--- src/rtl/lane_tx_serializer_pkg.sv ---
// Shared lane constants and types: comma byte, FSM encoding and counter widths,
// used by the transmit serializer and reusable by the receive lane.
package lane_tx_serializer_pkg;

  localparam logic [7:0] K28_5      = 8'hBC;
  localparam int         BIT_CNT_W  = 3;
  localparam int         BYTE_CNT_W = 2;
  localparam int         WORD_W     = 32;

  typedef enum logic [1:0] {
    ST_SYNC = 2'd0,
    ST_IDLE = 2'd1,
    ST_DATA = 2'd2
  } lane_state_e;

  // Byte 0 is the most significant byte, the first one on the lane.
  function automatic logic [7:0] word_byte(input logic [WORD_W-1:0]     w,
                                           input logic [BYTE_CNT_W-1:0] idx);
    case (idx)
      2'd0:    word_byte = w[31:24];
      2'd1:    word_byte = w[23:16];
      2'd2:    word_byte = w[15:8];
      default: word_byte = w[7:0];
    endcase
  endfunction

endpackage

--- src/rtl/lane_tx_serializer_if.sv ---
// Word handshake between a payload producer (master) and the lane serializer (slave).
interface lane_tx_serializer_if;
  import lane_tx_serializer_pkg::*;

  logic [WORD_W-1:0] data_in;
  logic              valid_in;
  logic              ready_out;

  modport master (output data_in, output valid_in, input ready_out);
  modport slave  (input data_in, input valid_in, output ready_out);

endinterface

--- src/rtl/lane_tx_hold.sv ---
// One-entry valid/ready hold buffer; ready is a flop so valid_i never reaches ready_o
// combinationally.
module lane_tx_hold
  import lane_tx_serializer_pkg::*;
(
  input  logic              clk,
  input  logic              rst_n,
  input  logic              valid_i,
  input  logic [WORD_W-1:0] data_i,
  input  logic              drain_i,
  output logic              ready_o,
  output logic              full_o,
  output logic [WORD_W-1:0] word_o
);

  logic              full_q, full_d;
  logic              ready_q;
  logic [WORD_W-1:0] word_q, word_d;
  logic              take;

  assign take = valid_i & ready_q;

  // A take and a drain never coincide: ready_q is low whenever the buffer is full.
  always_comb begin
    full_d = full_q;
    word_d = word_q;
    if (take) begin
      full_d = 1'b1;
      word_d = data_i;
    end else if (drain_i) begin
      full_d = 1'b0;
    end
  end

  always_ff @(posedge clk or negedge rst_n) begin
    if (!rst_n) begin
      full_q  <= 1'b0;
      ready_q <= 1'b0;
      word_q  <= '0;
    end else begin
      full_q  <= full_d;
      ready_q <= ~full_d;
      word_q  <= word_d;
    end
  end

  assign ready_o = ready_q;
  assign full_o  = full_q;
  assign word_o  = word_q;

endmodule

--- src/rtl/lane_tx_serializer.sv ---
// Byte-framed serial lane transmitter: SYNC_BC comma bytes after reset, then payload
// words MSB-first with commas filling every slot that has no payload byte.
module lane_tx_serializer
  import lane_tx_serializer_pkg::*;
#(
  parameter int unsigned SYNC_BC = 4,
  parameter logic [7:0]  IDLE_K  = K28_5
) (
  input  logic                clk,
  input  logic                reset,
  lane_tx_serializer_if.slave bus,
  output logic                serial_out,
  output logic                sending_out
);

  localparam int                SYNC_W    = (SYNC_BC > 1) ? $clog2(SYNC_BC) : 1;
  localparam logic [SYNC_W-1:0] SYNC_LAST = SYNC_W'(SYNC_BC - 1);

  lane_state_e             state_q, state_d;
  logic [BIT_CNT_W-1:0]    bit_cnt_q, bit_cnt_d;
  logic [BYTE_CNT_W-1:0]   byte_cnt_q, byte_cnt_d;
  logic [BYTE_CNT_W-1:0]   next_byte;
  logic [SYNC_W-1:0]       sync_cnt_q, sync_cnt_d;
  logic [7:0]              sh_q, sh_d;
  logic                    sending_q, sending_d;
  logic [WORD_W-1:0]       word_q, word_d;

  logic                    hold_full;
  logic [WORD_W-1:0]       hold_word;
  logic                    drain;
  logic                    boundary;
  logic                    sync_done;
  logic                    last_byte;
  logic                    load_hold;

  lane_tx_hold u_hold (
    .clk     (clk),
    .rst_n   (reset),
    .valid_i (bus.valid_in),
    .data_i  (bus.data_in),
    .drain_i (drain),
    .ready_o (bus.ready_out),
    .full_o  (hold_full),
    .word_o  (hold_word)
  );

  assign boundary  = (bit_cnt_q == '1);
  assign sync_done = (state_q == ST_SYNC) && (sync_cnt_q == SYNC_LAST);
  assign last_byte = (byte_cnt_q == '1);
  assign next_byte = byte_cnt_q + 1'b1;

  // The boundary that completes the last sync byte already behaves like an idle
  // boundary, so a word waiting in the hold buffer follows the sync bytes with no gap.
  assign load_hold = boundary && hold_full &&
                     (sync_done || (state_q == ST_IDLE) ||
                      ((state_q == ST_DATA) && last_byte));

  always_ff @(posedge clk or negedge reset) begin
    if (!reset) begin
      state_q <= ST_SYNC;
    end else begin
      state_q <= state_d;
    end
  end

  always_comb begin
    state_d = state_q;
    if (boundary) begin
      case (state_q)
        ST_SYNC: if (sync_done) state_d = hold_full ? ST_DATA : ST_IDLE;
        ST_IDLE: if (hold_full) state_d = ST_DATA;
        ST_DATA: if (last_byte && !hold_full) state_d = ST_IDLE;
        default: state_d = ST_SYNC;
      endcase
    end
  end

  always_comb begin
    bit_cnt_d  = bit_cnt_q + 1'b1;
    sh_d       = {sh_q[6:0], 1'b0};
    sending_d  = sending_q;
    byte_cnt_d = byte_cnt_q;
    sync_cnt_d = sync_cnt_q;
    word_d     = word_q;
    drain      = 1'b0;
    if (boundary) begin
      sh_d      = IDLE_K;
      sending_d = 1'b0;
      if ((state_q == ST_SYNC) && !sync_done) begin
        sync_cnt_d = sync_cnt_q + 1'b1;
      end
      if (load_hold) begin
        drain      = 1'b1;
        word_d     = hold_word;
        sh_d       = word_byte(hold_word, '0);
        sending_d  = 1'b1;
        byte_cnt_d = '0;
      end else if ((state_q == ST_DATA) && !last_byte) begin
        sh_d       = word_byte(word_q, next_byte);
        sending_d  = 1'b1;
        byte_cnt_d = next_byte;
      end
    end
  end

  always_ff @(posedge clk or negedge reset) begin
    if (!reset) begin
      bit_cnt_q  <= '0;
      byte_cnt_q <= '0;
      sync_cnt_q <= '0;
      sh_q       <= IDLE_K;
      sending_q  <= 1'b0;
      word_q     <= '0;
    end else begin
      bit_cnt_q  <= bit_cnt_d;
      byte_cnt_q <= byte_cnt_d;
      sync_cnt_q <= sync_cnt_d;
      sh_q       <= sh_d;
      sending_q  <= sending_d;
      word_q     <= word_d;
    end
  end

  assign serial_out  = sh_q[7];
  assign sending_out = sending_q;

endmodule

--- src/flat_wrapper.sv ---
// flat-port wrapper written by rule: the top's interface ports become plain ports
module lane_tx_serializer_flat import lane_tx_serializer_pkg::*;
#(
  parameter int unsigned SYNC_BC = 4,
  parameter logic [7:0]  IDLE_K  = K28_5
)
  (clk, reset, serial_out, sending_out, bus_data_in, bus_valid_in, bus_ready_out);
  lane_tx_serializer_if bus_i ();
  input  logic clk;
  input  logic reset;
  output logic serial_out;
  output logic sending_out;
  input wire logic [$bits(bus_i.data_in)-1:0] bus_data_in;
  input wire logic [$bits(bus_i.valid_in)-1:0] bus_valid_in;
  output wire logic [$bits(bus_i.ready_out)-1:0] bus_ready_out;
  assign bus_i.data_in = bus_data_in;
  assign bus_i.valid_in = bus_valid_in;
  assign bus_ready_out = bus_i.ready_out;
  lane_tx_serializer #(.SYNC_BC(SYNC_BC), .IDLE_K(IDLE_K)) u_core (.clk(clk), .reset(reset), .bus(bus_i), .serial_out(serial_out), .sending_out(sending_out));
endmodule
--- config.mk ---
export PLATFORM = sky130hd
export DESIGN_NAME = lane_tx_serializer_flat
export DESIGN_NICKNAME = d
export VERILOG_FILES = /design/src/rtl/lane_tx_serializer_pkg.sv /design/src/rtl/lane_tx_serializer_if.sv /design/src/rtl/lane_tx_hold.sv /design/src/rtl/lane_tx_serializer.sv /design/src/flat_wrapper.sv
export SDC_FILE = /design/constraint.sdc
export NUM_CORES = 1
export LEC_CHECK = 0
export BUFFER_PORTS_ARGS = -buffer_cell sky130_fd_sc_hd__clkbuf_2
export CORE_UTILIZATION = 51
export CTS_BUF_LIST = sky130_fd_sc_hd__clkbuf_8
export DETAILED_ROUTE_END_ITERATION = 10
export GPL_ROUTABILITY_DRIVEN = 1
export GPL_TIMING_DRIVEN = 0
export HOLD_SLACK_MARGIN = 0.06
export MAX_ROUTING_LAYER = met4
export PLACE_DENSITY = 0.76
export SLEW_MARGIN = 20
export SYNTH_ARGS = -nofsm -noshare
export SYNTH_HDL_FRONTEND = slang
export SYNTH_SLANG_ARGS = --single-unit
--- constraint.sdc ---
create_clock -name clk -period 2.3 [get_ports clk]
set_clock_uncertainty 0.05 [all_clocks]
set_input_delay 0.23 -clock clk [delete_from_list [all_inputs] [get_ports clk]]
set_output_delay 0.23 -clock clk [all_outputs]
set_load 0.005 [all_outputs]
Yosys cells after proc, flatten, opt, wreduce, memory -nomap -nowiden:

Cells that the tools add are included.

* equal/unequal tests: 10
* mux-type cells: 17
* add/sub/neg operators: 3
* bitwise operators: 2
* reductions and logical operators: 19

Operators with widths (count)
* $mux W8: 3
* $pmux W8 S3: 1
* $mux W2: 6
* $eq A2 B2 Y1 const B: 4
* $logic_and A1 B1 Y1: 7
* $mux W1: 6
* $pmux W2 S3: 1
* $reduce_and A2 Y1: 3
* $add A2 B1 Y2 const B: 2
* $eq A2 B1 Y1 const B: 2
* $logic_not A2 Y1: 2
* $ne A2 B1 Y1 const B: 2
* $reduce_and A4 Y1: 1
* $add A3 B1 Y3 const B: 1
* $eq A3 B3 Y1 const B: 1
* $logic_not A1 Y1: 3
* $logic_or A1 B1 Y1: 2
* $ne A2 B2 Y1 const B: 1
* $reduce_bool A2 Y1: 1
* $and A1 B1 Y1: 1
* $not A1 Y1: 1

* flip-flop bits (word level): 84
* logic and storage cells: 61
* output and inout bits: 3

Longest topological paths before layout:

Gate-level depths: netlist of run 1.

* depth after elaboration: 10
* gate-level depth with buffers: 7

Hierarchy:

A second synthesis of run 1 with hierarchy kept.

* cell total of the unflattened synthesis: 245
* area, all modules: 3751.1 µm²

Modules (own cells, without submodules)
* lane_tx_serializer: cells each 172, sequential area each 1257.5 µm², area each 2378.5 µm², instances 1
* lane_tx_hold: cells each 73, sequential area each 850.8 µm², area each 1372.6 µm², instances 1

Worst setup path after synthesis of run 1:

No wires, ideal clock.

* kind: reg-to-reg
* from: register u_core.bit_cnt_q[0]
* to: register u_core.word_q[10]
* setup time: 0.127 ns
* setup slack: 0.543 ns
* period minus slack after synthesis: 1.757 ns
* required time: 2.123 ns
* data arrival time: 1.580 ns
* stages on the path, launching flop included: 8
* cells stage by stage: dfrtp_1 > ha_1 > ha_1 > nand2_1 > a211oi_2 > buf_4 > buf_6 > mux2_1

* word-level cells in the longest chain between the ends: 4

RTL lines
* start, declared: RTL line lane_tx_serializer.sv:20 `logic [BIT_CNT_W-1:0] bit_cnt_q, bit_cnt_d;`
* start signal, assigned: RTL line lane_tx_serializer.sv:115 `bit_cnt_q <= bit_cnt_d;`
* $eq A3 B3 Y1 *: RTL line lane_tx_serializer.sv:47 `assign boundary = (bit_cnt_q == '1);`
* $logic_and A1 B1 Y1 (2 in a row): RTL line lane_tx_serializer.sv:54 `assign load_hold = boundary && hold_full &&`
* $reduce_and A2 Y1 (no line) *
* end signal, assigned: RTL line lane_tx_serializer.sv:120 `word_q <= word_d;`
* end, declared: RTL line lane_tx_serializer.sv:26 `logic [WORD_W-1:0] word_q, word_d;`

Mark *: on every way between the ends. The rest lies on a longest branch, timed or not.
A chain may end at the register's enable or synchronous reset.

Worst setup path after layout of run 1:

* from: register u_core.bit_cnt_q[0]
* to: register u_core.word_q[5]

The elaborated chain is that of the path after synthesis.

==> summary.txt, run 1 <==
Worst setup path
  • Setup crit end kind: flop
  • Worst Setup SP: u_core.bit_cnt_q[0]$_DFF_PN0_
  • R2r endpoint: u_core.word_q[5]$_DFFE_PN0P_
  • Maximum fanout along the worst path: 10
  • Critical path's slowest cell: dfrtp_1
  • Reg2reg setup slack: 0.36 ns
  • R2R Path Start: u_core.bit_cnt_q[0]$_DFF_PN0_
  • Critical Path Max Stage Delay: 0.35 ns
  • CP top delay family: buffers and inverters
  • WS Path Type: reg -> reg
  • Crit path buf inv count: 2
  • CP startpoint kind: flop
  • CP Capture Point: u_core.word_q[5]$_DFFE_PN0P_
  • Reg2Reg Depth: 7
  • CP cell instances: ha_1, ha_1, nand2_1, a211oi_2, buf_4, buf_6, mux2_1
  • Most frequent cell on the critical path: ha_1
  • Crit path DAT: 2.12 ns
  • WP depth: 7
  • Worst EP required: 2.48 ns

Timing
  • Hold Vio Cnt, Final: 0
  • Fin crit period: 1.94 ns
  • RSZ-0062 raised after global routing: false
  • Fin crit share: 0.843
  • Achievable Freq: 516 MHz
  • Final TNS setup: 0 ns
  • Worst slew margin: 0.607
  • Tightest Pin Transition: 0.590 ns
  • Max-slew violation count: 0
  • Final setup viols: 0

Min path
  • Hold Path Stages: 2
  • HP Class: in -> reg

Yosys
  • Synth Area in Adders: 0.0277
  • Sequential share of the synthesized area: 0.603
  • Mapped Avg Cell Area: 14.4 µm²
  • Synth top area cells: dfrtp_1 (56%), mux2_2 (16%), dfstp_2 (4.2%)
  • Post-synth EDFFs: 0
  • Synth Cell Area: 3160 µm²
  • Syn Inst Count: 219
  • Simple-Gate Fraction of Synth Area: 0.0403
  • Synth Area in XOR/XNOR: 0.00277
  • Count of different cell masters after synthesis: 34
  • Prevailing post-synth register cell: dfrtp_1
  • Synth top area share: 0.561
  • Synthesized net count: 261
  • Synth warn: 0
  • Largest family of logic cells by synthesized area: multiplexers
  • Flops & latches, synth: 76
  • Async set or reset register ratio after synthesis: 1.00
  • Mux contribution to synthesized area: 0.203
  • Synth area leader: dfrtp_1
  • Compound-Gate Fraction of Synth Area: 0.0913

Finish
  • Most frequent cells in the layout: dfrtp_1 (71), mux2_2 (46), clkbuf_2 (36), dlygate4sd3_1 (31), nand2_1 (13)
  • Ant diodes: 0
  • Final #Nets: 341
  • Area Overhead vs Synth: 26.7%
  • Share of cells above drive strength 1: 0.395
  • Most common library cell in the layout ignoring fill and taps: dfrtp_1

Global routing
  • Total Routing Usage GR: 0.216
  • Initial antenna violation count: 0
  • GRT overflow: 0
  • First-pass GRT wire length: 9790 µm
  • Vias in the first global route: 2,022
  • Largest net degree at the start of global routing: 45

Drt
  • DR DRC count: 0
  • Drt total wl: 5850 µm
  • Vias post-DR: 1,995
  • Via density: 5.26
  • Average routed wire per standard cell: 15.4 µm
  • TritonRoute pass-1 iters: 4
  • Final ANT Viol Nets: 0
  • First DRT Iteration DRCs: 67

Clocking
  • Clk pin slew, worst setup/hold paths: 0.08 ns
  • Number of CTS-inserted buffers: 9
  • Post-CTS resize count: 0
  • Clk buf depth: 2
  • Htree depth: 3
  • Clock latency on the worst-skew pair: 0.35 ns
  • CTS tree: yes
  • # clock sinks: 76
  • CTS root buffer: clkbuf_8

Placed design
  • HPWL Detailed: 3820 µm
  • IO buf count: 37
  • RD Place Congestion: 0.775

Status
  • Outcome: finished, final reports clean

Die
  • Top-Level Pins: 38
  • Core Area: 5960 µm²
  • Die Y: 80.8 µm
  • Die Width: 80.8 µm
  • Initial core utilization: 0.531
  • Rows: 28
  • Die footprint: 6520 µm²

Power
  • Overall power: 3.11 mW
  • LEAKAGE: 1.80 nW
  • Peak VDD IR: 643 µV
  • PD cells: 777 nW/µm²

Job
  • Max Cap Viol: 0
## cells by family (layout without fill, tap and decap cells)
group                    after synthesis  in the layout
flip-flops                            76             76
adder cells (fa/ha/maj)                7              7
multiplexers                          57             57
buffers and inverters                 19            104
AO/OA/AOI/OAI                         36             36
AND/OR/NAND/NOR                       23             23
XOR/XNOR                               1              1
## where the power goes
part	internal [mW]	leakage, nW	total, mW	switching, mW
combinational	0.210	0.772	0.314	0.104
clock	0.651	0.115	1.15	0.502
sequential	1.54	0.910	1.65	0.112
## Yosys cell counts (2+ instances only)
cell type and count:
a22o_1 2, dfstp_2 5, dfrtp_1 71, o22ai_1 2
nand2_1 13, o211ai_1 5, ha_1 7, buf_2 3
a21boi_0 2, buf_6 3, a22oi_1 6, nor2b_1 2
a221oi_1 2, o221a_2 5, mux2_2 46, inv_1 5
a221o_1 2, clkbuf_1 7, a21oi_1 2, mux2_1 11
nor3_1 3, o21ai_0 3
## per-layer routing
metal  vias up  part of all wire  track usage
li1        962                 -            -
met1       983              0.46        0.264
met2        40              0.49        0.343
met3        10             0.035       0.0607
met4         0             0.014       0.0804
met5         -                 0            -
## what timing repair did
item                                    CTS  global route
endpoints found under the hold margin    56             1
hold buffers                             30             1
endpoints found under the setup margin    0             0
buffers inserted                          0             0
## layout make-up
class | count | area [µm²]
Inverter | 5 | 18.8
Clock buffer | 10 | 138
Clock inverter | 6 | 96.3
Sequential cell | 76 | 1910
Tap cell | 75 | 93.8
Multi-Input combinational cell | 124 | 1150
Fill cell | 450 | 1950
Buffer | 14 | 82.6
Timing Repair Buffer | 69 | 518
## worst min path at each step
stage	from	endpoint	slack, ns
final	bus_data_in[23]	u_core.u_hold.word_o[23]$_DFFE_PN0P_	0.07
after floorplan	reset	u_core.bit_cnt_q[0]$_DFF_PN0_	-0.12
after global placement	u_core.bit_cnt_q[0]$_DFF_PN0_	u_core.bit_cnt_q[0]$_DFF_PN0_	0.36
after detailed placement	reset	u_core.state_q[1]$_DFFE_PN0P_	0.19
after CTS	bus_data_in[25]	u_core.u_hold.word_o[25]$_DFFE_PN0P_	0.06
after global routing	bus_data_in[23]	u_core.u_hold.word_o[23]$_DFFE_PN0P_	0.07
## sequential cells by signal, summed over array words and instances (netlist names)
| name | cells |
|---|---|
| u_core.u_hold.word_o | 32 |
| u_core.word_q | 24 |
| u_core.sh_q | 8 |
| u_core.bit_cnt_q | 3 |
| u_core.byte_cnt_q | 2 |
| u_core.state_q | 2 |
| u_core.sync_cnt_q | 2 |
| u_core.sending_out | 1 |
| u_core.u_hold.full_o | 1 |
| u_core.u_hold.ready_o | 1 |
## through the flow
| stage | cell area [µm²] | util | hold slack (ns) | instances | setup WS [ns] |
|---|---|---|---|---|---|
| global route | 4010 | 0.673 | 0.0709 | 379 | 0.222 |
| global placement | 3440 | 0.578 | 0.362 | 331 | 0.318 |
| finish | 4010 | 0.673 | 0.0694 | 379 | 0.362 |
| detailed placement | 3470 | 0.582 | 0.187 | 332 | 0.358 |
| floorplan | 3160 | - | -0.116 | 219 | 0.543 |
| CTS | 4000 | 0.672 | 0.0601 | 378 | 0.336 |
(Power assumes the default switching activity.)
==> run 2, diff against run 1 <==
- PLACE_DENSITY: 0.76 -> 0.79
- clock period: 2.3 -> 1.6 ns (I/O delays scaled with it)
==> run 2 against run 1 <==
  * The flow now finishes with violations (setup timing)
  * Worst hold slack improved by 0.19 ns
  * Wire length is 22% higher
  * Die area is the same
  * Power is 36% higher
  * Clock power grew 19%
  * First-iteration DRC count grew 15%
  * Cell count up 6.1%
  * Register-to-register slack got worse by 0.53 ns
  * Highest routed layer unchanged
==> summary.txt, run 2 (synthesis results as in run 1) <==
Clocking
  • Clock latency on the worst-skew pair: 0.35 ns
  • Number of CTS-inserted buffers: 9
  • Clk buf depth: 2
  • # clock sinks: 76
  • CTS root buffer: clkbuf_8
  • Htree depth: 3
  • CTS tree: yes
  • Clk pin slew, worst setup/hold paths: 0.08 ns

Min path
  • Hold Path Stages: 3
  • Hold path endpoint: u_core.u_hold.word_o[2]$_DFFE_PN0P_
  • Worst Hold Launch: bus_valid_in
  • HP Class: in -> reg

Worst setup path
  • Critical Path Max Stage Delay: 0.45 ns
  • CP top delay family: flip-flops
  • Critical path's slowest cell: dfrtp_2
  • CP cell instances: ha_4, buf_4, nor4bb_2, buf_4, o211ai_1, o221a_2
  • WS Path Type: reg -> reg
  • Reg2Reg Depth: 6
  • Worst EP required: 1.83 ns
  • Crit path buf inv count: 2
  • R2r endpoint: u_core.sh_q[5]$_DFF_PN1_
  • CP startpoint kind: flop
  • Reg2reg setup slack: -0.17 ns
  • Maximum fanout along the worst path: 10
  • R2R Path Start: u_core.byte_cnt_q[1]$_DFFE_PN0P_
  • Crit path DAT: 2.00 ns
  • Most frequent cell on the critical path: buf_4
  • Setup crit end kind: flop

Placed design
  • HPWL Detailed: 3890 µm
  • Placed Instance Area: 3500 µm²
  • IO buf count: 37
  • RD Place Congestion: 0.786

Finish
  • Most frequent cells in the layout: dfrtp_1 (70), mux2_2 (45), clkbuf_2 (38), dlygate4sd3_1 (33), buf_4 (24)
  • Area Overhead vs Synth: 41.0%
  • Final #Nets: 364
  • Most common library cell in the layout ignoring fill and taps: dfrtp_1
  • Fillers: 371
  • Final Cell Area: 4460 µm²
  • Final core occ: 0.749
  • Ant diodes: 0
  • Share of cells above drive strength 1: 0.554
  • Max reg flops: 32

Status
  • Outcome: complete, but fails checks
  • Violated checks: setup timing

Timing
  • RSZ-0062 raised after global routing: true
  • Hold Vio Cnt, Final: 0
  • Final setup viols: 37
  • Worst slew margin: 0.681
  • Final setup margin: -0.165 ns
  • Tightest Pin Transition: 0.478 ns
  • Final TNS setup: -4.51 ns
  • Achievable Freq: 566 MHz
  • Fin crit share: 1.10
  • Min Hold Slack: 0.263 ns
  • Max-slew violation count: 0
  • Fin crit period: 1.77 ns

Global routing
  • Total Routing Usage GR: 0.233
  • Largest net degree at the start of global routing: 44
  • GRT overflow: 0
  • First-pass GRT wire length: 10,600 µm
  • Initial antenna violation count: 0
  • Vias in the first global route: 2,163

Job
  • Max Cap Viol: 0

Die
  • Die Y: 80.8 µm
  • Rows: 28
  • Top-Level Pins: 38
  • Core Area: 5960 µm²
  • Initial core utilization: 0.531
  • Die footprint: 6520 µm²
  • Die Width: 80.8 µm

Drt
  • Average routed wire per standard cell: 17.8 µm
  • TritonRoute pass-1 iters: 4
  • Drt total wl: 7150 µm
  • Final ANT Viol Nets: 0
  • DR DRC count: 0
  • Vias post-DR: 2,188
  • First DRT Iteration DRCs: 77
  • Via density: 5.44

Power
  • LEAKAGE: 1.99 nW
  • PD cells: 947 nW/µm²
  • Peak VDD IR: 854 µV
[run 2: changes by cell type in the layout (fill, tap and decap cells not counted), sizes merged]
cell and change:
inv -1, clkinv +1, bufinv -2, clkbuf -1
dlygate4sd3 +2, buf +24
[run 2: timing repair]
item,4_1_cts,5_1_grt
hold buffers,33,0
pin swaps,4,8
hold endpoints to repair,60,0
endpoints found under the setup margin,65,67
cloned,0,1
resized for setup,33,27
buffers inserted,10,13
[run 2: routing by layer]
metal  track usage  part of all wire  up-vias  wire, µm
met1         0.301              0.44     1120      3150
met2         0.350              0.51       53      3630
met5             -                 0        -         0
li1              -                 -      997         -
met4         0.121             0.020        0       146
met3        0.0461             0.032       18       229
[run 2: how the worst max path moves through the flow]
| stage | start | to | depth (start not counted) |
|---|---|---|---|
| after floorplan | u_core.bit_cnt_q[0]$_DFF_PN0_ | u_core.word_q[10]$_DFFE_PN0P_ | 7 |
| after global placement | reset | u_core.u_hold.word_o[8]$_DFFE_PN0P_ | 1 |
| after detailed placement | u_core.bit_cnt_q[0]$_DFF_PN0_ | u_core.word_q[6]$_DFFE_PN0P_ | 7 |
| after CTS | u_core.bit_cnt_q[0]$_DFF_PN0_ | u_core.word_q[10]$_DFFE_PN0P_ | 7 |
| after global routing | u_core.byte_cnt_q[1]$_DFFE_PN0P_ | u_core.sh_q[5]$_DFF_PN1_ | 6 |
| final | u_core.byte_cnt_q[1]$_DFFE_PN0P_ | u_core.sh_q[5]$_DFF_PN1_ | 6 |
[run 2: cell type report]
class,instances,area [µm²],share of cell area
Clock inverter,4,22.5,0.00505
Inverter,5,18.8,0.00421
Clock buffer,12,165,0.0370
Buffer,12,110,0.0247
Tap cell,75,93.8,0.0210
Timing Repair Buffer,94,728,0.163
Sequential cell,76,1910,0.428
Multi-Input combinational cell,124,1410,0.317
[run 2: worst min-delay path, cell delays in order]
cell and delay (ns):
clkbuf_2 0.09, nand2_2 0.19, mux2_2 0.19
[run 2: metrics by stage]
stage / instances / setup WS [ns] / power, mW
after floorplan: 219 / -0.0715 / 2.61
after global placement: 331 / -0.294 / 2.76
after detailed placement: 332 / -0.252 / 2.80
after CTS: 389 / -0.169 / 4.24
after global routing: 402 / -0.252 / 4.43
final: 402 / -0.165 / 4.23
[run 2: power by group]
group	internal [mW]	switching (mW)	total, mW
logic	0.320	0.154	0.474
clock network	0.682	0.689	1.37
registers	2.21	0.172	2.38
